==> config.mk <==
export PLATFORM = sky130hd
export DESIGN_NAME = control_fsm
export DESIGN_NICKNAME = d
export VERILOG_FILES = /design/src/rtl/control_fsm_pkg.sv /design/src/rtl/ctrl_perf_cnt.sv /design/src/rtl/control_fsm.sv
export SDC_FILE = /design/constraint.sdc
export NUM_CORES = 1
export LEC_CHECK = 0
export ABC_AREA = 0
export CORE_UTILIZATION = 31
export CTS_CLUSTER_DIAMETER = 60
export DETAILED_ROUTE_END_ITERATION = 12
export DONT_BUFFER_PORTS = 1
export PLACE_DENSITY_LB_ADDON = 0.1
export SYNTH_ARGS = -nofsm -noshare
export SYNTH_HDL_FRONTEND = slang
export SYNTH_SLANG_ARGS = --single-unit
==> constraint.sdc <==
create_clock -name clk -period 4.5 [get_ports clk]
set_clock_uncertainty 0.05 [all_clocks]
set_input_delay 0.225 -clock clk [delete_from_list [all_inputs] [get_ports clk]]
set_output_delay 0.225 -clock clk [all_outputs]
set_load 0.005 [all_outputs]
==> src/rtl/control_fsm_pkg.sv <==
// Shared encodings for the multicycle control FSM and its control-output decoder.
package control_fsm_pkg;

  localparam int STATE_W = 4;
  localparam int OP_W    = 6;

  typedef enum logic [STATE_W-1:0] {
    S_FETCH   = 4'd0,
    S_DECODE  = 4'd1,
    S_MEMADR  = 4'd2,
    S_MEMRD   = 4'd3,
    S_MEMWB   = 4'd4,
    S_MEMWR   = 4'd5,
    S_EXECUTE = 4'd6,
    S_ALUWB   = 4'd7,
    S_BRANCH  = 4'd8,
    S_ADDIEX  = 4'd9,
    S_ADDIWB  = 4'd10,
    S_JUMP    = 4'd11
  } state_e;

  localparam logic [OP_W-1:0] OP_LW    = 6'b100011;
  localparam logic [OP_W-1:0] OP_SW    = 6'b101011;
  localparam logic [OP_W-1:0] OP_RTYPE = 6'b000000;
  localparam logic [OP_W-1:0] OP_BEQ   = 6'b000100;
  localparam logic [OP_W-1:0] OP_ADDI  = 6'b001000;
  localparam logic [OP_W-1:0] OP_J     = 6'b000010;

  function automatic logic op_supported(input logic [OP_W-1:0] op);
    return op inside {OP_LW, OP_SW, OP_RTYPE, OP_BEQ, OP_ADDI, OP_J};
  endfunction

endpackage

==> src/rtl/ctrl_perf_cnt.sv <==
// Free-running performance counter: +1 on each clock with inc_en high, wraps silently.
module ctrl_perf_cnt #(
  parameter int W = 32
) (
  input  logic         clk,
  input  logic         rst_n,
  input  logic         inc_en,
  output logic [W-1:0] cnt
);

  logic [W-1:0] cnt_q, cnt_d;

  always_comb begin
    cnt_d = cnt_q;
    if (inc_en) cnt_d = cnt_q + W'(1);
  end

  always_ff @(posedge clk or negedge rst_n) begin
    if (!rst_n) cnt_q <= '0;
    else        cnt_q <= cnt_d;
  end

  assign cnt = cnt_q;

endmodule

==> src/rtl/control_fsm.sv <==
// Multicycle instruction sequencer; retire/illegal pulses decoded from state.
// CTRL_FSM_PERF_EN adds cycle and retired-instruction counters.
module control_fsm
  import control_fsm_pkg::*;
#(
  parameter int CNT_W = 32
) (
  input  logic               clk,
  input  logic               rst_n,
  input  logic [OP_W-1:0]    opcode,
  input  logic               mem_ready,
  output logic [STATE_W-1:0] state,
  output logic               instr_done,
  output logic               illegal_op
`ifdef CTRL_FSM_PERF_EN
  ,
  output logic [CNT_W-1:0]   cycle_cnt,
  output logic [CNT_W-1:0]   instr_cnt
`endif
);

  state_e            state_q, state_d;
  logic [OP_W-1:0]   op_q, op_d;

  always_comb begin
    state_d = S_FETCH;
    op_d    = op_q;
    case (state_q)
      S_FETCH:   state_d = mem_ready ? S_DECODE : S_FETCH;
      S_DECODE: begin
        op_d = opcode;
        case (opcode)
          OP_LW, OP_SW: state_d = S_MEMADR;
          OP_RTYPE:     state_d = S_EXECUTE;
          OP_BEQ:       state_d = S_BRANCH;
          OP_ADDI:      state_d = S_ADDIEX;
          OP_J:         state_d = S_JUMP;
          default:      state_d = S_FETCH;
        endcase
      end
      // op_q, not the live opcode, selects the access: the IR may already be changing
      S_MEMADR:  state_d = (op_q == OP_LW) ? S_MEMRD : S_MEMWR;
      S_MEMRD:   state_d = mem_ready ? S_MEMWB : S_MEMRD;
      S_MEMWR:   state_d = mem_ready ? S_FETCH : S_MEMWR;
      S_EXECUTE: state_d = S_ALUWB;
      S_ADDIEX:  state_d = S_ADDIWB;
      default:   state_d = S_FETCH;
    endcase
  end

  always_ff @(posedge clk or negedge rst_n) begin
    if (!rst_n) begin
      state_q <= S_FETCH;
      op_q    <= '0;
    end else begin
      state_q <= state_d;
      op_q    <= op_d;
    end
  end

  always_comb begin
    instr_done = 1'b0;
    illegal_op = 1'b0;
    case (state_q)
      S_MEMWB, S_ALUWB, S_BRANCH, S_ADDIWB, S_JUMP: instr_done = 1'b1;
      S_MEMWR:  instr_done = mem_ready;
      S_DECODE: illegal_op = !op_supported(opcode);
      S_FETCH, S_MEMADR, S_MEMRD, S_EXECUTE, S_ADDIEX: ;
      // unused encodings 12-15 flag and recover through FETCH
      default:  illegal_op = 1'b1;
    endcase
  end

  assign state = state_q;

`ifdef CTRL_FSM_PERF_EN
  ctrl_perf_cnt #(.W(CNT_W)) u_cycle_cnt (
    .clk    (clk),
    .rst_n  (rst_n),
    .inc_en (1'b1),
    .cnt    (cycle_cnt)
  );

  ctrl_perf_cnt #(.W(CNT_W)) u_instr_cnt (
    .clk    (clk),
    .rst_n  (rst_n),
    .inc_en (instr_done),
    .cnt    (instr_cnt)
  );
`else
  // CNT_W stays validated so both builds accept the same parameter set
  if (CNT_W < 1) begin : g_bad_cnt_w
    $error("CNT_W must be at least 1");
  end
`endif

endmodule

**After elaboration in Yosys (flattened, before gate mapping)**

Cells that the tools add are included.
Widths: inputs -> output; s select.

- Eq/ne operators: 17
- Mux-type cells: 8
- Reductions and logical operators: 7

Operators with widths:

| operator | number |
|---|---|
| $pmux 4 s7 | 1 |
| $pmux 4 s5 | 1 |
| $eq 6x6->1 const B | 3 |
| $eq 4x3->1 const B | 4 |
| $eq 4x4->1 const B | 4 |
| $reduce_or 11->1 | 1 |
| $mux 3 | 3 |
| $eq 4x2->1 const B | 2 |
| $eq 6x2->1 const B | 1 |
| $eq 6x3->1 const B | 1 |
| $eq 6x4->1 const B | 1 |
| $logic_not 6->1 | 1 |
| $reduce_bool 6->1 | 1 |
| $reduce_or 5->1 | 1 |
| $eq 4x1->1 const B | 1 |
| $logic_not 4->1 | 1 |
| $pmux 1 s2 | 2 |
| $reduce_or 2->1 | 1 |
| $logic_not 1->1 | 1 |
| $mux 1 | 1 |

- Flip-flop bits (word level): 10
- Bits of input ports: 9
- Output and inout bits: 6
- Logic and storage cells: 34

**Logic depth before layout (Yosys ltp)**

- Word-level depth: 4
- Depth in mapped cells: 5
- Mapped depth without buffers: 4

**Worst setup path before layout**

Ideal clock, no wire load.

- Path kind: register to register
- Start: register state_q[0] (netlist: state[0])
- End: register op_q[0]
- Library setup time: 0.125 ns
- Arrival: 1.307 ns
- Required time: 4.325 ns
- Slack: 3.018 ns
- Stages on the path, launching flop included: 5
- Buffers on the path: 0
- Period minus slack after synthesis: 1.482 ns
- Path through: dfrtp_1 nor2b_1 nand2b_1 nor2_2 mux2_2

- Word-level cells in the longest chain between the ends: 1

Ends and longest elaborated chain:

| element | RTL line | text |
|---|---|---|
| from (decl) | control_fsm.sv:22 | `state_e state_q, state_d;` |
| from (signal assigned) | control_fsm.sv:56 | `state_q <= state_d;` |
| $eq 4x1->1 | control_fsm.sv:28 | `case (state_q)` |
| to (signal assigned) | control_fsm.sv:57 | `op_q <= op_d;` |
| to (decl) | control_fsm.sv:23 | `logic [OP_W-1:0] op_q, op_d;` |

Every way passes these cells.
A chain may end at the register's enable or synchronous reset.

**Worst setup path in the final report**

- Start: register state_q[0] (netlist: state[0])
- End: output illegal_op

- Word-level cells in the longest chain between the ends: 3
- Elaborated cells between the ends (all ways): 14
- Those cells by class: 11 x eq/ne; 1 x mux; 2 x reduce/logical

Ends and longest elaborated chain:

| element | RTL line | text |
|---|---|---|
| $eq 4x2->1 (tied with other cells) | control_fsm.sv:64 | `case (state_q)` |
| $reduce_or 11->1 (no line) | - |  |
| $pmux 1 s2 (*) | control_fsm.sv:64 |  |
| to (decl) | control_fsm.sv:14 | `output logic illegal_op` |

Every way passes the cells marked *; elsewhere a longest branch is shown, timed or not.

==> summary by stage <==
Power
The relative contribution of sequential cells to total power is 0.437. The largest voltage drop on the vdd net is approximately 230 uV. The analysis attributes to cell leakage a power of 0.260 nW. The total power density per cell area is about 570 nW/um2. The internal portion of total power is 0.253 mW. The share of total power dissipated in combinational logic is 0.354. Of the total power, the clock network draws 0.209. Total power for the finished layout comes to about 0.39 mW. Summed over all nets, the switching power comes to roughly 0.14 mW. Of the total power, the share spent switching nets is 0.348.

Clock network
The number of buffers added by the clock tree synthesis step is 3. The cell sitting at the root of the clock tree is a sky130_fd_sc_hd__clkbuf_4. The tree built by TritonCTS fans out to 10 sinks.

The hold-fix buffer count after cts is 1. The count of buffers added by post-CTS timing repair for setup is 0. The CTS clock-pin slew for the worst setup and hold paths is roughly 70 ps. The maximum buffer depth of the clock tree is 2. TritonCTS built the clock tree.

The number of levels the H-tree was split into is 1. The number of gates resized after CTS was 0. The insertion delay to the later sink of the worst-skew pair is 270 ps.

Final layout
The library cells used most frequently in the layout, excluding fill and tap cells, are sky130_fd_sc_hd__dfrtp_1 (10), sky130_fd_sc_hd__nor2_1 (7), sky130_fd_sc_hd__mux2_2 (6). For this run, the post-layout net count is 76. The relative area change from synthesis to final layout is 10.8%.

In the final layout, the share of cells above drive strength 1 is 0.197. The layout has between 200 and 250 filler cells. The number of diodes added for antenna fixing is 0. The leading cell type in the layout, fill and taps excluded is sky130_fd_sc_hd__dfrtp_1.

Job
The max-cap violation count is 0.

Floorplan
The die is ~47 um tall. The number of rows in the core area is 15. The initial cell density of the core is 0.342. The die covers between 2000 and 2500 um2. The region available for standard cell placement spans roughly 1800 um2. The number of top-level pins is 15. The die is around 47 um wide.

Timing
The max-slew headroom at the worst pin is 0.685. Of the available clock period, the critical path in the final layout requires 0.438. The post-route setup TNS is 0 ps.

Setup repair after global routing left no endpoint under its margin. At the pin with the least slew margin, the transition time is between 400 and 500 ps. The final count of hold timing violations is 0.

Setup violations remaining at the end of the flow were counted as 0. The post-layout minimum cycle time is between 1500 and 2000 ps. Based on the critical path, the design can be clocked at up to around 500 MHz. The max-slew violation total from the final report came to 0.

Status
The run finished with clean final reports.

Worst setup path
The library cell contributing the largest single delay on the critical path is sky130_fd_sc_hd__dfrtp_1. Counting both buffers and inverters, the worst setup path holds a total of 0. The type of the worst setup path is flop to primary output. The category of cells accounting for the largest share of critical-path delay is simple AND/OR/NAND/NOR gates.

The kind of end point of the critical path is a primary output. STA classifies the critical path startpoint as a flop. The arrival time reported for the critical path endpoint is 1690 ps. The critical path's largest stage delay is just under 500 ps. The highest net fanout along the worst path is 8. The data required time at the worst endpoint is 4220 ps. Walking the worst path, the cells encountered are nor2b_1 -> nand2b_1 -> nor2_2 -> a32o_1.

Routing
After detailed routing, the number of vias per cell comes to roughly 5.5. Once detail routing completed, the nets flagged for antenna violations numbered 0. The number of vias after detailed routing is 500. The number of violations reported at the end of detailed-routing iteration 0 is 21. The number of design rule violations left after detail routing is 0.

The pre-antenna-repair detailed-routing pass consisted of 4 iterations. After detailed routing, the total wire length is 1.40 mm. The routed wirelength normalized by instance count is 15.4 um.

Worst hold path
The path class of the tightest hold or removal check is input port to flop.

Place
After legalization and detailed placement, the total HPWL measured ~1.1 mm. The port buffer count is 0. The weighted congestion reported at the end of routability-driven placement is about 0.8.

GRT
The largest net degree at the start of global routing is 12. The via count of the first global-routing pass is 504. The global-route wire length before repair is roughly 2.4 mm. Across every metal layer, demand over resource in global routing totals 0.159.

The initial antenna violation count is 0. The total congestion overflow is 0.

Logic synthesis
Counting every instance in the synthesized netlist gives 62. Of the synthesized area, sequential elements account for 0.407. The synthesized design spends more area on one cell type than any other, namely sky130_fd_sc_hd__dfrtp_1. In this run, distinct cell masters in the synthesized netlist total 29. The total number of yosys warnings is 0. The cell area after synthesis is around 600 um2. The synthesis-stage register bit count is 10. Each instance of the synthesized netlist takes up on average 9.93 um2. The number of nets in the synthesized netlist is 71. By area the synthesized netlist is led by sky130_fd_sc_hd__dfrtp_1 (41%), sky130_fd_sc_hd__mux2_2 (11%), sky130_fd_sc_hd__nor2_1 (4.3%), sky130_fd_sc_hd__nor2b_1 (3.0%), sky130_fd_sc_hd__a41oi_1 (2.8%). Of the post-synthesis cell area, the dominant cell type holds 0.407.
==> cell usage after synthesis (all sizes together) <==
cell     instances
a211oi           1
a21oi            2
a311o            1
a31oi            1
a32o             1
a41oi            2
buf              1
dfrtp           10
inv              2
mux2             6
mux2i            1
nand2            4
nand2b           2
nand3            1
nor2             8
nor2b            3
nor3             2
nor4             1
o211ai           1
o21ai            3
o221a            1
o2bb2ai          1
o31ai            1
or2b             2
or4              2
xnor2            1
xor2             1
==> power by group through the flow <==
stage | sequential, mW | clock [mW] | combinational (mW)
after CTS | 0.168 | 0.0843 | 0.139
after global routing | 0.178 | 0.0883 | 0.155
final | 0.170 | 0.0810 | 0.137
after global placement | 0.168 | 0 | 0.138
after floorplan | 0.152 | 0 | 0.132
after detailed placement | 0.170 | 0 | 0.136
==> stage by stage <==
stage	util	instances	hold slack (ps)	area, um2	setup WS [ps]
finish	0.378	91	59.2	682	2530
global route	0.378	91	40.8	682	2380
CTS	0.378	91	50.0	682	2540
detailed placement	0.353	86	-120	636	2830
global placement	0.353	86	-120	636	2870
floorplan	-	62	-121	616	3020
==> worst paths after layout <==
kind                            from    endpoint  depth (start not counted)  slack [ps]
max                         state[0]  illegal_op                          4        2530
min                        opcode[4]     op_q[4]                          1          60
max reg2reg                 state[0]     op_q[1]                          4        2790
min reg2reg                  op_q[5]     op_q[5]                          1         460
max in group asynchronous      rst_n     op_q[2]                          1        3780
min in group asynchronous      rst_n    state[0]                          1         290
==> logic make-up after synthesis <==
logic type / synth area share
AND/OR/NAND/NOR: 0.228
AO/OA/AOI/OAI: 0.181
flip-flops: 0.407
multiplexers: 0.126
buffers and inverters: 0.0305
XOR/XNOR: 0.0285
==> routing by layer <==
layer | part of all wire | track usage
met4 | 0 | 0.0353
met1 | 0.45 | 0.198
met3 | 0.069 | 0.0667
met5 | 0 | 0
met2 | 0.48 | 0.253
==> area by class of cell <==
class                      count  area, um2  area share
clock buffer                   4       36.3      0.0532
inverter                       2       7.51      0.0110
multi-input combinational     49        347       0.508
sequential                    10        250       0.367
tap                           25       31.3      0.0459
timing repair buffer           1       10.0      0.0147
==> registers in the layout, summed over array words and instances, names as in the netlist <==
signal  flops
op_q        6
state       4
No activity file was read; power rests on OpenSTA's default activity.
